<file path="src/rtl/vliw_pkg.sv">
// Shared types and constants for the VLIW load/store path.
// The sequencer and its slot picker import everything from here.
package vliw_pkg;

    localparam int NUM_SLOTS  = 4;
    localparam int DATA_W     = 32;
    localparam int MEM_DEPTH  = 1024;
    localparam int SLOT_IDX_W = (NUM_SLOTS > 1) ? $clog2(NUM_SLOTS) : 1;

    typedef enum logic [1:0] {
        IDLE,
        ISSUE,
        DRAIN,
        DONE
    } lsu_seq_state_e;

    typedef struct packed {
        logic              we;
        logic [DATA_W-1:0] addr;
        logic [DATA_W-1:0] wdata;
    } lsu_op_t;

endpackage

</file>
<file path="src/rtl/lsu_slot_picker.sv">
// Combinational lowest-set-bit picker over a pending-slot mask.
// any is high when at least one bit is set; idx is the lowest set position.
module lsu_slot_picker
    import vliw_pkg::*;
#(
    parameter int N     = NUM_SLOTS,
    parameter int IDX_W = SLOT_IDX_W
) (
    input  logic [N-1:0]     mask,
    output logic             any,
    output logic [IDX_W-1:0] idx
);

    assign any = |mask;

    // Scan from the top so the lowest set bit is the last one written.
    always_comb begin
        idx = '0;
        for (int i = N - 1; i >= 0; i--) begin
            if (mask[i]) begin
                idx = IDX_W'(i);
            end
        end
    end

endmodule

</file>
<file path="src/rtl/lsu_mem_sequencer.sv">
// Serialises the memory ops of one VLIW bundle onto the single LSU port of
// main_memory, one op per cycle in slot order, and returns per-slot load data.
module lsu_mem_sequencer
    import vliw_pkg::*;
(
    input  logic                        clk,
    input  logic                        rst,
    input  logic                        bundle_valid,
    output logic                        bundle_ready,
    input  logic [NUM_SLOTS-1:0]        op_valid,
    input  logic [NUM_SLOTS-1:0]        op_we,
    input  logic [NUM_SLOTS*DATA_W-1:0] op_addr,
    input  logic [NUM_SLOTS*DATA_W-1:0] op_wdata,
    output logic                        done,
    output logic [NUM_SLOTS*DATA_W-1:0] rdata,
    output logic [NUM_SLOTS-1:0]        err,
    output logic                        mem_rd_en,
    output logic [DATA_W-1:0]           mem_rd_addr,
    output logic                        mem_wr_en,
    output logic [DATA_W-1:0]           mem_wr_addr,
    output logic [DATA_W-1:0]           mem_wr_data,
    input  logic [DATA_W-1:0]           mem_data_out
);

    lsu_seq_state_e          state_reg;
    lsu_seq_state_e          state_next;
    logic [NUM_SLOTS-1:0]    pend_reg;
    logic [NUM_SLOTS-1:0]    pend_next;
    logic                    rd_pend_reg;
    logic [SLOT_IDX_W-1:0]   rd_slot_reg;

    logic                    pick_any;
    logic [SLOT_IDX_W-1:0]   pick_idx;
    lsu_op_t [NUM_SLOTS-1:0] ops;
    lsu_op_t                 cur_op;

    logic accept;
    logic issue_active;
    logic addr_ok;
    logic issue_rd;
    logic issue_wr;
    logic issue_err;

    assign bundle_ready = (state_reg == IDLE) || (state_reg == DONE);
    assign done         = (state_reg == DONE);
    assign accept       = bundle_valid && bundle_ready;

    lsu_slot_picker #(
        .N     (NUM_SLOTS),
        .IDX_W (SLOT_IDX_W)
    ) u_picker (
        .mask (pend_reg),
        .any  (pick_any),
        .idx  (pick_idx)
    );

    assign cur_op       = ops[pick_idx];
    assign addr_ok      = cur_op.addr < DATA_W'(MEM_DEPTH);
    assign issue_active = (state_reg == ISSUE) && pick_any;
    assign issue_rd     = issue_active && addr_ok && !cur_op.we;
    assign issue_wr     = issue_active && addr_ok && cur_op.we;
    assign issue_err    = issue_active && !addr_ok;

    // Memory port is driven straight from the picked op so an op issued in
    // cycle t is sampled by main_memory at the end of that same cycle.
    always_comb begin
        mem_rd_en   = 1'b0;
        mem_rd_addr = '0;
        mem_wr_en   = 1'b0;
        mem_wr_addr = '0;
        mem_wr_data = '0;
        if (issue_rd) begin
            mem_rd_en   = 1'b1;
            mem_rd_addr = cur_op.addr;
        end
        if (issue_wr) begin
            mem_wr_en   = 1'b1;
            mem_wr_addr = cur_op.addr;
            mem_wr_data = cur_op.wdata;
        end
    end

    always_comb begin
        state_next = state_reg;
        pend_next  = pend_reg;
        case (state_reg)
            IDLE, DONE: begin
                if (accept) begin
                    pend_next  = op_valid;
                    // An empty bundle skips straight to the drain cycle.
                    state_next = (op_valid == '0) ? DRAIN : ISSUE;
                end else begin
                    state_next = IDLE;
                end
            end
            ISSUE: begin
                if (pick_any) begin
                    pend_next[pick_idx] = 1'b0;
                end
                if (pend_next == '0) begin
                    state_next = DRAIN;
                end
            end
            DRAIN: begin
                state_next = DONE;
            end
            default: begin
                state_next = IDLE;
            end
        endcase
    end

    always_ff @(posedge clk) begin
        if (rst) begin
            state_reg   <= IDLE;
            pend_reg    <= '0;
            rd_pend_reg <= 1'b0;
            rd_slot_reg <= '0;
        end else begin
            state_reg   <= state_next;
            pend_reg    <= pend_next;
            rd_pend_reg <= issue_rd;
            rd_slot_reg <= pick_idx;
        end
    end

    for (genvar gi = 0; gi < NUM_SLOTS; gi++) begin : g_slot
        lsu_op_t           op_reg;
        logic [DATA_W-1:0] rdata_reg;
        logic              err_reg;

        always_ff @(posedge clk) begin
            if (rst) begin
                op_reg    <= '0;
                rdata_reg <= '0;
                err_reg   <= 1'b0;
            end else if (accept) begin
                op_reg.we    <= op_we[gi];
                op_reg.addr  <= op_addr[gi*DATA_W +: DATA_W];
                op_reg.wdata <= op_wdata[gi*DATA_W +: DATA_W];
                rdata_reg    <= '0;
                err_reg      <= 1'b0;
            end else begin
                // Load data returns one cycle after issue, tagged by rd_slot_reg.
                if (rd_pend_reg && (rd_slot_reg == SLOT_IDX_W'(gi))) begin
                    rdata_reg <= mem_data_out;
                end
                if (issue_err && (pick_idx == SLOT_IDX_W'(gi))) begin
                    err_reg <= 1'b1;
                end
            end
        end

        assign ops[gi]                       = op_reg;
        assign rdata[gi*DATA_W +: DATA_W]    = rdata_reg;
        assign err[gi]                       = err_reg;
    end

endmodule

</file>
<file path="config.mk">
export PLATFORM = sky130hd
export DESIGN_NAME = lsu_mem_sequencer
export DESIGN_NICKNAME = d
export VERILOG_FILES = /design/src/rtl/vliw_pkg.sv /design/src/rtl/lsu_slot_picker.sv /design/src/rtl/lsu_mem_sequencer.sv
export SDC_FILE = /design/constraint.sdc
export NUM_CORES = 1
export LEC_CHECK = 0
export CORE_MARGIN = 5
export CORE_UTILIZATION = 35
export CTS_BUF_LIST = sky130_fd_sc_hd__clkbuf_8
export DETAILED_ROUTE_END_ITERATION = 10
export GPL_ROUTABILITY_DRIVEN = 0
export GPL_TIMING_DRIVEN = 1
export PLACE_DENSITY = 0.72
export SLEW_MARGIN = 20
export SYNTH_ARGS = -nofsm -noshare
export SYNTH_HDL_FRONTEND = slang
export SYNTH_HIERARCHICAL = 1
export SYNTH_SLANG_ARGS = --single-unit
</file>
<file path="constraint.sdc">
create_clock -name clk -period 2.56 [get_ports clk]
set_input_delay 0.384 -clock clk [delete_from_list [all_inputs] [get_ports clk]]
set_output_delay 0.384 -clock clk [all_outputs]
set_load 0.05 [all_outputs]
</file>
# Word-level counts from Yosys, hierarchy flattened
# Cells that the tools add are included.
[totals]
regBits = 401
inputBits = 299
out_inout_bits = 232
word_cells = 89
[op_classes]
order_cmp = 3
n_eq_ne = 11
n_mux = 21
bitwise_logic = 2
n_reduce_logical = 28
[op_table]
columns = ["operator", "count"]
rows = [
  ["$bmux 65 s2", 1],
  ["$mux 32", 3],
  ["$mux 65", 1],
  ["$lt 32x11->1 const B", 1],
  ["$logic_and 1x1->1", 15],
  ["$mux 2", 7],
  ["$eq 2x2->1 const B", 6],
  ["$mux 4", 3],
  ["$logic_not 4->1", 2],
  ["$pmux 4 s2", 1],
  ["$eq 2x1->1 const B", 3],
  ["$logic_not 2->1", 3],
  ["$pmux 2 s3", 1],
  ["$and 4x4->4", 1],
  ["$not 4->4", 1],
  ["$reduce_or 2->1", 2],
  ["$reduce_or 4->1", 1],
  ["$lt 2x3->1 const B", 1],
  ["$mux 1", 3],
  ["$demux 1 s2", 1],
  ["$ge 2x1->1 const B", 1],
  ["$logic_not 1->1", 2],
  ["$ne 2x1->1 const B", 1],
  ["$ne 2x2->1 const B", 1],
  ["3 further kinds", 3],
]

# Logic depth before layout (Yosys ltp)
[logic_depth]
word_depth = 15
mapped_depth = 10

# By module
# The synthesis kept the hierarchy.
[modules_own_cells]
columns = ["module", "instances", "cells_per_inst", "area_each_um2", "seq_area_each_um2"]
rows = [
  ["lsu_mem_sequencer", 1, 1982, 15957.8, 8027.7],
  ["lsu_slot_picker", 1, 7, 35.0, 0.0],
]

# Worst setup path before layout
# No wires, ideal clock.
[synth_timing]
kind = "register -> output"
startpoint = "register pend_reg[2]"
endpoint = "output mem_wr_data[22]"
arrival_time_ns = 2.478
t_required_ns = 2.176
path_slack_ns = -0.302
path_stages_with_launch = 9
path_buffers = 2
cell_sequence = "dfxtp_1 > nor2_1 > nor3_1 > buf_4 > o21ai_0 > o211ai_1 > nand4_4 > buf_2 > nor2b_1"
[synth_between]
elab_chain_cells = 9
[synth_rtl]
columns = ["element", "line", "source"]
rows = [
  ["start: declaration", "lsu_mem_sequencer.sv:27", "logic [NUM_SLOTS-1:0] pend_reg;"],
  ["start signal: assignment", "lsu_mem_sequencer.sv:121", "pend_reg <= pend_next;"],
  ["$mux 2 (*) (3 in a row)", "lsu_slot_picker.sv:20", "if (mask[i]) begin"],
  ["via pick_idx[1]", "lsu_mem_sequencer.sv:33", "logic [SLOT_IDX_W-1:0] pick_idx;"],
  ["$bmux 65 s2 (*)", "lsu_mem_sequencer.sv:57", "assign cur_op = ops[pick_idx];"],
  ["$mux 65 (not written as such) (*)", "lsu_mem_sequencer.sv:57", ""],
  ["$lt 32x11->1", "lsu_mem_sequencer.sv:58", "assign addr_ok = cur_op.addr < DATA_W'(MEM_DEPTH);"],
  ["$logic_and 1x1->1 (2 in a row)", "lsu_mem_sequencer.sv:61", "assign issue_wr = issue_active && addr_ok && cur_op.we;"],
  ["$mux 32 (*)", "lsu_mem_sequencer.sv:76", "if (issue_wr) begin"],
  ["end: declaration", "lsu_mem_sequencer.sv:21", "output logic [DATA_W-1:0] mem_wr_data,"],
]
# The timed path passes the listed nets; every way through them passes the cells marked *. The select of a mux whose other input is x is not followed.

# Final worst setup path
[layout_timing]
startpoint = "register pend_reg[2]"
endpoint = "output mem_wr_data[19]"
# The elaborated chain is that of the path after synthesis.

==> run_results.csv <==
group,metric,value,unit
outcome,status,"finished, violations left",
outcome,violations,"setup timing",
timing,relSlewSlack,44.0,%
synth,syn-cell-area,16000,um2
worst_setup_path,reg2regPathDepth,8,
timing,hold_slack,0.214,ns
clock_network,cts_root_buf,"clkbuf_8",
clock_network,clock_sinks,401,
worst_setup_path,cpPeakStageDelay,0.51,ns
power_and_ir_drop,switching_share,34.5,%
timing,hold_viol,0,
placement,port_buffers,486,
global_routing,grt_overflow_total,0,
timing,worst_clock_skew,0.0270,ns
power_and_ir_drop,power_density,888,nW/um2
power_and_ir_drop,p_comb_share,34.8,%
synth,async_flop_share,0,%
timing,max_freq,304,MHz
timing,rsz0062_at_grt,"yes",
worst_setup_path,reg2reg_from,"pend_reg[2]",
floorplanning,dieArea,50100,um2
hold_path,hold_path_startpoint,"rst",
worst_setup_path,crit_path_start,"pend_reg[2]",
synth,synth_seq_cells,401,
synth,ys_warn_count,6,
worst_setup_path,path_class,"flop to output port",
worst_setup_path,worstPathRequired,2.18,ns
synth,yosysUniqueCellTypes,43,
worst_setup_path,start_kind,"flop",
power_and_ir_drop,pwr-share-clk,28.9,%
worst_setup_path,arrival,2.91,ns
cells_and_area,most-common-layout-cells,"786 x nand2_1, 429 x clkdlybuf4s50_1, 400 x a21oi_1",
timing,fin_tns_setup,-37.29,ns
floorplanning,die_x,224,um
drt,wire_per_inst,18.6,um
floorplanning,start_util,35.3,%
hold_path,hold_end,"g_slot[1].op_reg[5]",
clock_network,cts_inserted_buffers,70,
drt,antenna_left,0,
global_routing,first_global_vias,15200,
clock_network,cts.path.max_buffers,3,
worst_setup_path,cp_cell_sequence,"nand2b_4 -> a21oi_4 -> buf_6 -> mux4_2 -> o31a_4 -> nand4_4 -> buf_12 -> buf_12 -> nor2b_4 -> buf_12",
worst_setup_path,end_kind,"output port",
hold_path,min-delay-path-class,"input port to flop",
drt,drc,0,
worst_setup_path,reg2reg_to,"g_slot[2].err_reg",
drt,drt_iter0_markers,1049,
placement,hpwl,41.9,mm
cells_and_area,layout_commonest_cell,"nand2_1",
drt,finalWirelength,58.1,mm
worst_setup_path,worstPathMaxFanout,9,
job,drv_cap,0,
power_and_ir_drop,power.leakage,8.69,nW
cells_and_area,synthToLayoutAreaGrowth,51.2,%
power_and_ir_drop,p_int,14.1,mW
global_routing,antenna_found_initial,31,
timing,setup_viol,54,
timing,setup_ws,-0.730,ns
global_routing,grt_max_degree,124,
worst_setup_path,cp_slowest_cell,"mux4_2",
drt,num_vias,15500,
synth,ys_seq_area_share,50.2,%
floorplanning,die_y,224,um
drt,vias_per_cell,4.98,
power_and_ir_drop,p_sw,7.41,mW
synth,avgSynthCellArea,8.04,um2
cells_and_area,fin_nets,2762,
drt,drt_first_pass_iters,5,
worst_setup_path,crit_top_cell,"buf_12",
timing,drv_slew,0,
clock_network,clk_pin_slew_worst_paths,0.06,ns
worst_setup_path,regToRegSetupSlack,0.19,ns
clock_network,holdBufCountCts,0,
synth,ys.flop_type,"dfxtp_1",
floorplanning,io_pins,531,
timing,period_share,128,%
clock_network,cts_tree,"done",
cells_and_area,largest_reg_flops,260,
clock_network,cts.htree.levels,3,
synth,synth_edf_count,0,
clock_network,clk_latency,0.64,ns
floorplanning,rows,78,
cells_and_area,final_util,53.4,%
power_and_ir_drop,seqPwrFrac,36.3,%
cells_and_area,drive_gt1_share,14.2,%
power_and_ir_drop,ir_drop,0.000623,V
synth,synth_cells,1989,
hold_path,hold_path_depth,2,
global_routing,track_usage,21.8,%
timing,fin_crit,3.29,ns
global_routing,grt_pass1_wl,85.8,mm
floorplanning,coreArea,45300,um2
timing,worst_slew_pin_slew,0.839,ns
power groups by stage:
| stage | logic (mW) | registers, mW | clock network [mW] |
|---|---|---|---|
| detailed placement | 6.94 | 7.89 | 0 |
| global route | 8.11 | 7.90 | 6.68 |
| CTS | 7.25 | 7.78 | 6.36 |
| finish | 7.48 | 7.79 | 6.20 |
| global placement | 6.84 | 7.84 | 0 |
| floorplan | 4.60 | 7.70 | 0 |
synthesized netlist by cell type, types with 3 or more instances:
master	count	area, um2
dfxtp_1	401	8030
nand2b_1	3	18.8
buf_2	8	40.0
and3_1	12	75.1
nand3b_1	4	30.0
mux4_2	44	991
buf_1	6	22.5
nor4_1	17	106
nor3_1	3	15.0
a21oi_1	400	2000
buf_4	53	398
a21o_1	4	30.0
inv_1	6	22.5
clkbuf_1	130	488
nand3_1	6	30.0
nand4_1	5	31.3
nor2b_1	50	313
o41ai_2	3	48.8
nand2_1	787	2950
nor2_1	15	56.3
ha_1	3	37.5
layer usage:
layer	global-route usage [%]	wire, um	up-vias
li1	-	-	7413
met1	24.1	21500	7259
met2	36.6	28100	645
met3	9.55	6220	146
met4	9.35	2040	42
met5	0	258	-
cell type report:
type | instances | area [um2]
inverter | 6 | 22.5
sequential | 401 | 8040
clock inverter | 34 | 302
fill | 4074 | 21100
multi-input combinational | 1426 | 7590
clock buffer | 85 | 1170
timing repair buffer | 555 | 6280
antenna | 9 | 22.5
tap | 600 | 751
how the worst max path moves through the flow:
stage / to / slack, ns / depth (start not counted)
detailed placement: mem_wr_data[19] / -0.19 / 9
CTS: mem_wr_data[0] / -0.74 / 10
floorplan: mem_wr_data[22] / 0.002 / 9
finish: mem_wr_data[19] / -0.73 / 10
global route: mem_rd_addr[3] / -0.85 / 8
global placement: mem_wr_en / -0.07 / 9
per-stage QoR:
step / power (mW) / cells / worst slack (ns) / cell area, um2
2_1_floorplan: 12.3 / 2032 / 0.00197 / 16300
3_3_place_gp: 14.7 / 2975 / -0.0683 / 22100
3_5_place_dp: 14.8 / 2975 / -0.191 / 22100
4_1_cts: 21.4 / 3105 / -0.743 / 23900
5_1_grt: 22.7 / 3113 / -0.851 / 24200
6_report: 21.5 / 3116 / -0.730 / 24200
worst max-delay path: cells and delay by family, from the launching register on:
kind | cells | cell delay, ns
simple gates | 3 | 0.33
compound gates | 2 | 0.44
flops | 1 | 0.34
mux | 1 | 0.51
buf+inv | 4 | 0.64
timing repair:
action / in CTS / in global routing
gates resized for setup: 31 / 52
buffers inserted: 7 / 2
endpoints found under the setup margin: 54 / 54
pin swaps: 3 / 4
gates cloned: 4 / 0
cells by family after synthesis:
| family | share of synthesized area (%) |
|---|---|
| fa+ha+maj | 0.235 |
| mux | 6.20 |
| flops | 50.2 |
| compound gates | 13.5 |
| other cells | 0.0234 |
| simple gates | 23.6 |
| buf+inv | 6.21 |
(Power assumes the default switching activity.)
